## config.mk

```make
export PLATFORM = sky130hd
export DESIGN_NAME = comparator_search_ctrl
export DESIGN_NICKNAME = d
export VERILOG_FILES = /design/src/rtl/comparator_search_ctrl.sv
export SDC_FILE = /design/constraint.sdc
export NUM_CORES = 1
export LEC_CHECK = 0
export ABC_AREA = 1
export ABC_CLOCK_PERIOD_IN_PS = 5300
export CAP_MARGIN = 0
export CORE_ASPECT_RATIO = 0.5
export CORE_MARGIN = 2
export CORE_UTILIZATION = 33
export DETAILED_ROUTE_END_ITERATION = 8
export PLACE_DENSITY_LB_ADDON = 0.12
export RECOVER_POWER = 100
export SLEW_MARGIN = 5
export SYNTH_ARGS = -nofsm -noshare
export SYNTH_HDL_FRONTEND = slang
export SYNTH_SLANG_ARGS = --single-unit
```

## constraint.sdc

```tcl
create_clock -name clk -period 5.3 [get_ports clk]
set_input_delay 0.795 -clock clk [delete_from_list [all_inputs] [get_ports clk]]
set_output_delay 0.795 -clock clk [all_outputs]
set_load 0.05 [all_outputs]
```

## src/rtl/comparator_search_ctrl.sv

```systemverilog
// Purpose : binary-search initiator for a FourBitCo comparator; drives B (guess), reads Greater/Equal.
// Latency : one probe per clock, worst case WIDTH+1 probes; done pulses the cycle after the last probe.
// Backpr. : none; start is only accepted in IDLE, and start while busy/done is ignored.
//
// Ports:
//   clk, rst_n     rising-edge clock, synchronous active-low reset
//   start          begin a search (sampled in IDLE only)
//   greater/equal  comparator outputs for A vs. the registered guess
//   guess          registered probe value, wired to comparator B
//   busy/done      busy high while probing; done is a one-cycle pulse at the end
//   found/result   search outcome, held until the next start
//   probes         number of sampled probe cycles in the last search
//   err            protocol error flag (only ever set when CMP_PROTOCOL_CHECK_EN is defined)
//
// Build option: define CMP_PROTOCOL_CHECK_EN to flag greater&equal together, and
// not-found terminations, as comparator protocol errors.
module comparator_search_ctrl #(
  parameter int WIDTH = 4
) (
  input  logic             clk,
  input  logic             rst_n,
  input  logic             start,
  input  logic             greater,
  input  logic             equal,
  output logic [WIDTH-1:0] guess,
  output logic             busy,
  output logic             done,
  output logic             found,
  output logic [WIDTH-1:0] result,
  output logic [WIDTH:0]   probes,
  output logic             err
);

  typedef enum logic [1:0] {
    S_IDLE  = 2'd0,
    S_PROBE = 2'd1,
    S_DONE  = 2'd2
  } state_t;

  // Bounds carry one extra bit so lo can reach 2**WIDTH and the midpoint sum never wraps.
  localparam logic [WIDTH:0] ONE  = {{WIDTH{1'b0}}, 1'b1};
  localparam logic [WIDTH:0] MAXV = {1'b0, {WIDTH{1'b1}}};

  state_t           state_q, state_d;
  logic [WIDTH:0]   lo_q, lo_d, hi_q, hi_d;
  logic [WIDTH-1:0] guess_q, guess_d;
  logic             found_q, found_d;
  logic [WIDTH-1:0] result_q, result_d;
  logic [WIDTH:0]   probes_q, probes_d;
  logic             err_q, err_d;

  logic [WIDTH:0]   guess_ext;
  logic [WIDTH:0]   next_lo, next_hi, mid_sum;
  logic             underflow;

  assign guess_ext = {1'b0, guess_q};
  assign mid_sum   = next_lo + next_hi;

  // Candidate interval after this probe, assuming equal is not asserted.
  always_comb begin
    next_lo   = lo_q;
    next_hi   = hi_q;
    underflow = 1'b0;
    if (greater) begin
      next_lo = guess_ext + ONE;
    end else begin
      next_hi   = guess_ext - ONE;
      underflow = (guess_q == '0);
    end
  end

  always_comb begin
    state_d  = state_q;
    lo_d     = lo_q;
    hi_d     = hi_q;
    guess_d  = guess_q;
    found_d  = found_q;
    result_d = result_q;
    probes_d = probes_q;
    err_d    = err_q;

    case (state_q)
      S_IDLE: begin
        if (start) begin
          state_d  = S_PROBE;
          lo_d     = '0;
          hi_d     = MAXV;
          guess_d  = MAXV[WIDTH:1];
          probes_d = '0;
          found_d  = 1'b0;
          result_d = '0;
          err_d    = 1'b0;
        end
      end

      S_PROBE: begin
        probes_d = probes_q + ONE;
`ifdef CMP_PROTOCOL_CHECK_EN
        if (greater && equal) begin
          // A comparator cannot be both greater and equal: abort as an error.
          err_d    = 1'b1;
          found_d  = 1'b0;
          result_d = '0;
          state_d  = S_DONE;
        end else
`endif
        if (equal) begin
          found_d  = 1'b1;
          result_d = guess_q;
          state_d  = S_DONE;
        end else if (underflow || (next_lo > next_hi)) begin
          found_d  = 1'b0;
          result_d = '0;
`ifdef CMP_PROTOCOL_CHECK_EN
          // A consistent comparator always produces equal before the interval empties.
          err_d    = 1'b1;
`endif
          state_d  = S_DONE;
        end else begin
          lo_d    = next_lo;
          hi_d    = next_hi;
          guess_d = mid_sum[WIDTH:1];
        end
      end

      S_DONE: begin
        state_d = S_IDLE;
      end

      default: begin
        state_d = S_IDLE;
      end
    endcase
  end

  always_ff @(posedge clk) begin
    if (!rst_n) begin
      state_q  <= S_IDLE;
      lo_q     <= '0;
      hi_q     <= '0;
      guess_q  <= '0;
      found_q  <= 1'b0;
      result_q <= '0;
      probes_q <= '0;
      err_q    <= 1'b0;
    end else begin
      state_q  <= state_d;
      lo_q     <= lo_d;
      hi_q     <= hi_d;
      guess_q  <= guess_d;
      found_q  <= found_d;
      result_q <= result_d;
      probes_q <= probes_d;
      err_q    <= err_d;
    end
  end

  assign guess  = guess_q;
  assign busy   = (state_q == S_PROBE);
  assign done   = (state_q == S_DONE);
  assign found  = found_q;
  assign result = result_q;
  assign probes = probes_q;
`ifdef CMP_PROTOCOL_CHECK_EN
  assign err    = err_q;
`else
  assign err    = 1'b0;
`endif

endmodule

```

After elaboration in Yosys (flattened, before gate mapping)

Index checks and enable logic that the tools add are counted.
Widths: inputs -> output; s select.

Word-level logic and storage cells: 54
Bits in latches: 0
Input bits: 5
Output and inout port bits: 17
Register bits after elaboration: 26
Memories kept: 0
Bits in writable memories: 0
ROM bits: 0

Order comparisons: 1
Bitwise operators: 0
Muxes and demuxes: 28
Div/mod/pow operators: 0
$mul: 0
Reductions and logical operators: 8
Add/subtract/negate cells: 4
Equal/unequal tests: 6
Shifts and indexed selects: 0

Operators by type and width:

| operator            | number |
|---|---|
| $mux 5              | 8 |
| $pmux 5 s2          | 3 |
| $mux 4              | 6 |
| $pmux 4 s2          | 2 |
| $mux 2              | 3 |
| $ne 2x2->1 const B  | 3 |
| $add 4x1->5 const B | 1 |
| $add 5x1->5 const B | 1 |
| $add 5x5->5         | 1 |
| $gt 5x5->1          | 1 |
| $sub 4x1->5 const B | 1 |
| $logic_not 4->1     | 1 |
| $mux 1              | 4 |
| $pmux 2 s2          | 1 |
| $reduce_and 2->1    | 2 |
| $reduce_and 4->1    | 1 |
| $ne 3x2->1 const B  | 1 |
| $reduce_and 3->1    | 1 |
| $eq 2x1->1 const B  | 1 |
| $eq 2x2->1 const B  | 1 |
| $logic_not 2->1     | 1 |
| $pmux 1 s2          | 1 |
| $reduce_bool 2->1   | 1 |
| $logic_or 1x1->1    | 1 |

Depth between registers and ports, before layout

Gate-level depths: netlist of run 1.

Word-level depth: 7
Mapped depth: 17

Worst setup path before layout of run 1

OpenSTA, ideal clock, no wires.

Path kind: register to register
Start: register guess_q[0], in the netlist guess[0]
End: register guess_q[0], in the netlist guess[0]
Setup time: 0.115 ns
Clock period less this slack: 2.679 ns
Required time: 5.185 ns
Arrival: 2.564 ns
Setup slack: 2.621 ns
Stages on the path, launching flop included: 17
Path through: dfxtp_1 > inv_1 > ha_1 > xnor2_1 > nand2_1 > o21a_1 > ha_1 > inv_2 > nand2_1 > nand2_1 > nand2_1 > nand3_1 > nand2_2 > nand3_4 > buf_6 > o21ai_2 > nor2_1

Longest elaborated chain between the ends: 6
Elaborated cells between the ends (all ways): 14
Classes of those cells: add/sub (3); order compare (1); eq/ne (1); mux (6); reduce/logical (3)

RTL lines:

| what                                                  | RTL line | RTL |
|---|---|---|
| from (decl)                                           | 46       | `logic [WIDTH-1:0] guess_q, guess_d;` |
| from (signal assigned)                                | 150      | `guess_q <= guess_d;` |
| $add 4x1->5 / $sub 4x1->5 (equally long branches)     | 65, 67   |  |
| $mux 5                                                | 64       | `if (greater) begin` |
| $add 5x5->5 / $gt 5x5->1 (equally long branches)      | 57, 111  |  |
| $mux 4 / $logic_or 1x1->1 (equally long branches)     | 111      | `end else if (underflow \|\| (next_lo > next_hi)) begin` |
| $mux 4 / $ne 2x2->1 (equally long branches)           | --       |  |
| $pmux 4 s2 / $reduce_and 4->1 (equally long branches) | --       |  |

Several ways; a longest one is shown, not always the timed one. The select of a mux whose other input is x is not followed.
A chain may end at the register's enable or synchronous reset.

Worst setup path after layout of run 1

Start: input greater
End: register result_q[3], in the netlist result[3]

Longest elaborated chain between the ends: 5
Elaborated cells between the ends (all ways): 7
Classes of those cells: order compare (1); eq/ne (1); mux (3); reduce/logical (2)

RTL lines:

| what                         | RTL line | RTL |
|---|---|---|
| from (decl)                  | 23       | `input logic greater,` |
| $mux 5                       | 64       |  |
| $gt 5x5->1                   | 111      |  |
| $logic_or 1x1->1 *           | 111      |  |
| $ne 3x2->1 (no line) *       | --       |  |
| $reduce_and 3->1 (no line) * | --       |  |
| to (signal assigned)         | 152      | `result_q <= result_d;` |
| to (decl)                    | 48       | `logic [WIDTH-1:0] result_q, result_d;` |

Every way passes the cells marked *; elsewhere a longest branch is shown, timed or not.

==> results of run 1 <==
[through the flow]
step / area [um2] / hold slack [ps] / utilization / total power, mW
final: 1870 / 463 / 0.413 / 0.658
after global routing: 1870 / 487 / 0.413 / 0.710
after CTS: 1890 / 467 / 0.417 / 0.678
after detailed placement: 1830 / 453 / 0.405 / 0.547
after global placement: 1830 / 450 / 0.405 / 0.551
after floorplan: 1600 / 450 / - / 0.475
[state kept, by name, summed over array words and instances (netlist names)]
| name | flops |
|---|---|
| lo_q | 5 |
| hi_q | 5 |
| result | 4 |
| guess | 4 |
| found | 1 |
| state_q | 2 |
| probes | 5 |
[routing by layer]
metal,vias to the layer above,GRT usage,wire [um]
li1,745,-,-
met1,658,0.238,2140
met2,23,0.206,1520
met3,0,0.0277,82
met4,0,0.0267,0
met5,-,0,0
[layout make-up]
cell class	count	area [um2]
Fill cell	469	2660
Multi-Input combinational cell	156	917
Clock buffer	4	55.1
Timing Repair Buffer	20	200
Sequential cell	26	520
Inverter	25	93.8
Tap cell	66	82.6
[power by group]
| part | internal, mW | switching [mW] | total, mW |
|---|---|---|---|
| clock network | 0.0664 | 0.0606 | 0.127 |
| logic | 0.0921 | 0.197 | 0.290 |
| registers | 0.215 | 0.0265 | 0.241 |
| total | 0.373 | 0.285 | 0.658 |
[critical path, stage by stage]
cell,delay [ps]
dlygate4sd3_1,700
inv_1,250
nand2_1,120
o21ai_0,180
ha_1,420
nor2_1,210
nand3b_1,120
nand2_1,200
nand3_1,550
nand2_1,390
nand2_1,80
a21oi_1,120
[cells in the final DEF, fill, tap and decap left out, types with 2 or more instances in the layout]
cell type / netlist / final
dfxtp_1: 26 / 26
o21ai_2: 3 / 3
nand2_1: 37 / 40
clkdlybuf4s50_1: 0 / 2
nand3_1: 17 / 18
nor2_8: 2 / 2
inv_1: 18 / 20
o21ai_1: 5 / 5
clkbuf_8: 0 / 4
nor2_1: 24 / 24
inv_2: 7 / 5
o21ai_0: 8 / 8
nand4_1: 7 / 7
dlygate4sd3_1: 0 / 18
ha_1: 13 / 13
a21oi_1: 18 / 18
xor2_1: 2 / 2
[kinds of logic (layout without fill, tap and decap cells)]
family | after synthesis | after routing
AO/OA/AOI/OAI | 42 | 42
XOR/XNOR | 3 | 3
adder cells (fa/ha/maj) | 14 | 14
buffers and inverters | 33 | 49
flip-flops | 26 | 26
other | 1 | 1
AND/OR/NAND/NOR | 96 | 96
[worst paths after layout]
| path | from | endpoint | slack, ps | depth (start not counted) |
|---|---|---|---|---|
| setup / recovery | greater | result[3]$_SDFFE_PN0P_ | 1370 | 12 |
| hold / removal | result[1]$_SDFFE_PN0P_ | result[1]$_SDFFE_PN0P_ | 460 | 2 |
| setup reg to reg | guess[0]$_SDFFE_PN0P_ | result[3]$_SDFFE_PN0P_ | 1890 | 16 |
| hold reg to reg | result[1]$_SDFFE_PN0P_ | result[1]$_SDFFE_PN0P_ | 460 | 2 |
==> reports/results.tsv, run 1 <==
metric	value	unit
PwrDens	352	nW/um2
wire length of the first global-routing pass	6.19	mm
top_reg_cell synth	dfxtp_1	
fin. max-slew vios	0	
Die H	53.2	um
final worst path period share	0.742	
FP Rows	17	
antenna violations before repair	0	
Gate Count Post-Synth	215	
I/O pins	22	
status	finished, final reports clean	
Ys Warns	0	
RSZ-0062 raised after global routing	no	
CTS root buffer	clkbuf_8	
CTS tree	yes	
initial DRC count	92	
final hold vios	0	
via count	1426	
WL final	3.74	mm
Final TNS setup	0	ps
Post-synth EDFFs	0	
Synth Area in XOR/XNOR	0.0164	
post-synth top area share	0.325	
Synth Area in Simple Gates	0.296	
Starting Density	0.353	
Ant. Diodes	0	
fin cells	297	
via-per-instance ratio	4.80	
Die X	102	um
Mapped Nets	234	
VDD IR max	145	uV
core area	4530	um2
clock sinks	26	
Yosys cell types	36	
Place WS	1810	ps
share of layout cells above drive strength 1	0.0823	
max frequency	254	MHz
CP Class	in2reg	
cts hold-fix bufs	0	
CP required	5500	ps
drt wl/cell	12.6	um
worst path arrival time	4130	ps
largest net degree at the start of global routing	18	
crit path max fanout	17	
Post-synth ARST share	0	
Layout Nets	251	
die area	5460	um2
port bufs	20	
Slew HR	0.519	
min Tclk post-route	3930	ps
multiplexer share of the synthesized area	0	
Max Buffers Root-to-Sink	2	
area grow syn2layout	16.8	%
critical path endpoint category	register	
Startpoint Class	input pin	
Clock transition at path regs	90	ps
top-count cell post-synth	nand2_1	
HPWL after DPL	2.91	mm
register area share after synthesis	0.325	
Resized cells post-CTS	0	
TritonCTS Buffers	3	
global route overflow	0	
final antenna-violating net count	0	
worst-margin pin slew	719	ps
#FFs+latches synth	26	
Hold WC Path Type	reg2reg	
largest family of logic cells by synthesized area	simple AND/OR/NAND/NOR gates	
Post-CTS Repair Setup Buffers	0	
list of most frequent post-synthesis cells	nand2_1, dfxtp_1, nor2_1	
clk_skew	1.29	ps
Placed Cells incl. Taps	293	
H-tree depth	1	
Mapped Area	1600	um2
drt pass-1 iters	4	
maxcap violations	0	
Syn Area/Cell	7.44	um2
GPL Wtd Cong	0.871	
post-synth top area cell	dfxtp_1	
P_leak	0.817	nW
Post-Synth Adder-Cell Area	0.114	
top post-synthesis cells by area	dfxtp_1, ha_1, nand2_1	
Total GRT Usage	0.150	
Synth Area in Compound Gates	0.156	
DRC viols	0	
vias in the first global route	1222	
insertion delay to the later sink of the worst-skew pair	270	ps
PnR worst setup slack	1370	ps
final setup fails	0	
Note: power is estimated with default switching activity, not from simulation.
==> run 2, diff against run 1 <==
ABC_CLOCK_PERIOD_IN_PS = 3300   (was 5300)
clock period = 3.3 ns   (was 5.3 ns; I/O delays follow)
==> run 2 against run 1 <==
Routed wire length rose by 3.7%. First-iteration DRC count rose by 34%. Flip-flop and latch count did not move. Global-route usage rose by 0.89 points. Critical endpoint is now result[0]$_SDFFE_PN0P_. Largest cell class unchanged. Largest power group unchanged.
==> reports/results.tsv, run 2 (synthesized netlist as in run 1, its figures left out) <==
metric	value	unit
worst-margin pin slew	517	ps
final setup fails	0	
Layout Utilization	0.423	
clock sinks	26	
via-per-instance ratio	4.84	
CP Class	in2reg	
DRC viols	0	
maxcap violations	0	
fin. max-slew vios	0	
CP required	3500	ps
Post-CTS Repair Setup Buffers	0	
Ant. Diodes	0	
core area	4530	um2
Clock transition at path regs	90	ps
status	finished, final reports clean	
port bufs	20	
Final TNS setup	0	ps
initial DRC count	123	
worst hold path startpoint	result[1]$_SDFFE_PN0P_	
PwrDens	597	nW/um2
Min-Delay Endpoint	result[1]$_SDFFE_PN0P_	
insertion delay to the later sink of the worst-skew pair	270	ps
commonest non-fill, non-tap cell in the layout	nand2_1	
largest net degree at the start of global routing	18	
worst path arrival time	3230	ps
most frequent cells in the layout	nand2_1, dfxtp_1, nor2_1	
I/O pins	22	
final antenna-violating net count	0	
Die X	102	um
max frequency	330	MHz
Startpoint Class	input pin	
Resized cells post-CTS	0	
crit path max fanout	17	
Max Buffers Root-to-Sink	2	
clk_skew	5.79	ps
H-tree depth	1	
vias in the first global route	1285	
PnR worst setup slack	270	ps
Worst R2R Setup Slack	450	ps
die area	5460	um2
cts hold-fix bufs	0	
WL final	3.88	mm
TritonCTS Buffers	3	
min Tclk post-route	3030	ps
wire length of the first global-routing pass	6.44	mm
Filler cells	487	
Hold WC Path Type	reg2reg	
RSZ-0062 raised after global routing	no	
P_leak	0.833	nW
global route overflow	0	
fin cells	299	
Starting Density	0.353	
FP Rows	17	
CTS root buffer	clkbuf_8	
VDD IR max	222	uV
HPWL after DPL	3.03	mm
CTS tree	yes	
area grow syn2layout	19.7	%
antenna violations before repair	0	
Slew HR	0.652	
drt pass-1 iters	4	
Total GRT Usage	0.159	
drt wl/cell	13.0	um
Layout Nets	253	
Worst R2R Start	guess[1]$_SDFFE_PN0P_	
GPL Wtd Cong	0.851	
WHS Path Cells	2	
Placed Cells incl. Taps	295	
final worst path period share	0.918	
final hold vios	0	
via count	1447	
Place WS	91.1	ps
share of layout cells above drive strength 1	0.107	
end of the worst register-to-register path	result[0]$_SDFFE_PN0P_	
critical path endpoint category	register	
worst reg2reg path depth	13	
Die H	53.2	um
## run 2: cell type report
cell class / count / area [um2] / area share
repair buffers: 22 / 215 / 0.112
inverters: 25 / 93.8 / 0.0490
clock inverters: 1 / 30.0 / 0.0157
flip-flops and latches: 26 / 520 / 0.272
well taps: 66 / 82.6 / 0.0431
clock buffers: 3 / 41.3 / 0.0216
multi-input cells: 156 / 932 / 0.487
## run 2: metrics by stage
stage | hold WS [ps] | instance area [um2] | total power [mW]
floorplan | 450 | 1600 | 0.763
global placement | 450 | 1850 | 0.894
detailed placement | 453 | 1850 | 0.894
CTS | 468 | 1920 | 1.16
global route | 487 | 1920 | 1.23
finish | 462 | 1920 | 1.14
## run 2: per-layer routing
metal  routed length (um)  up-vias  track usage
met5                    0        -            0
met4                    0        0       0.0356
met3                  204        0       0.0304
met2                 1540       36        0.222
met1                 2140      665        0.245
li1                     -      746            -
## run 2: worst max path at each step
| stage | endpoint | cells past startpoint | slack (ps) | startpoint |
|---|---|---|---|---|
| after floorplan | guess[0]$_SDFFE_PN0P_ | 16 | 620 | guess[0]$_SDFFE_PN0P_ |
| after global placement | found$_SDFFE_PN0P_ | 15 | 180 | greater |
| after detailed placement | guess[3]$_SDFFE_PN0P_ | 13 | 90 | greater |
| after CTS | guess[3]$_SDFFE_PN0P_ | 13 | 380 | greater |
| after global routing | result[3]$_SDFFE_PN0P_ | 12 | 110 | greater |
| final | result[0]$_SDFFE_PN0P_ | 12 | 270 | greater |
## run 2: critical path, stage by stage
cell and delay, ps:
clkdlybuf4s50_1 660, inv_2 180, nand2_1 80, o21ai_0 180, ha_1 440, nor2_1 230, nand3b_1 150, nand2_2 180
nand3_4 230, nand2_1 230, nand2_1 70, a21oi_1 110
## run 2: where the power goes
part,total [mW],leakage (nW),switching [mW],internal (mW)
sequential,0.385,0.213,0.0399,0.345
clock,0.262,0.0357,0.0995,0.162
combinational,0.496,0.585,0.337,0.159
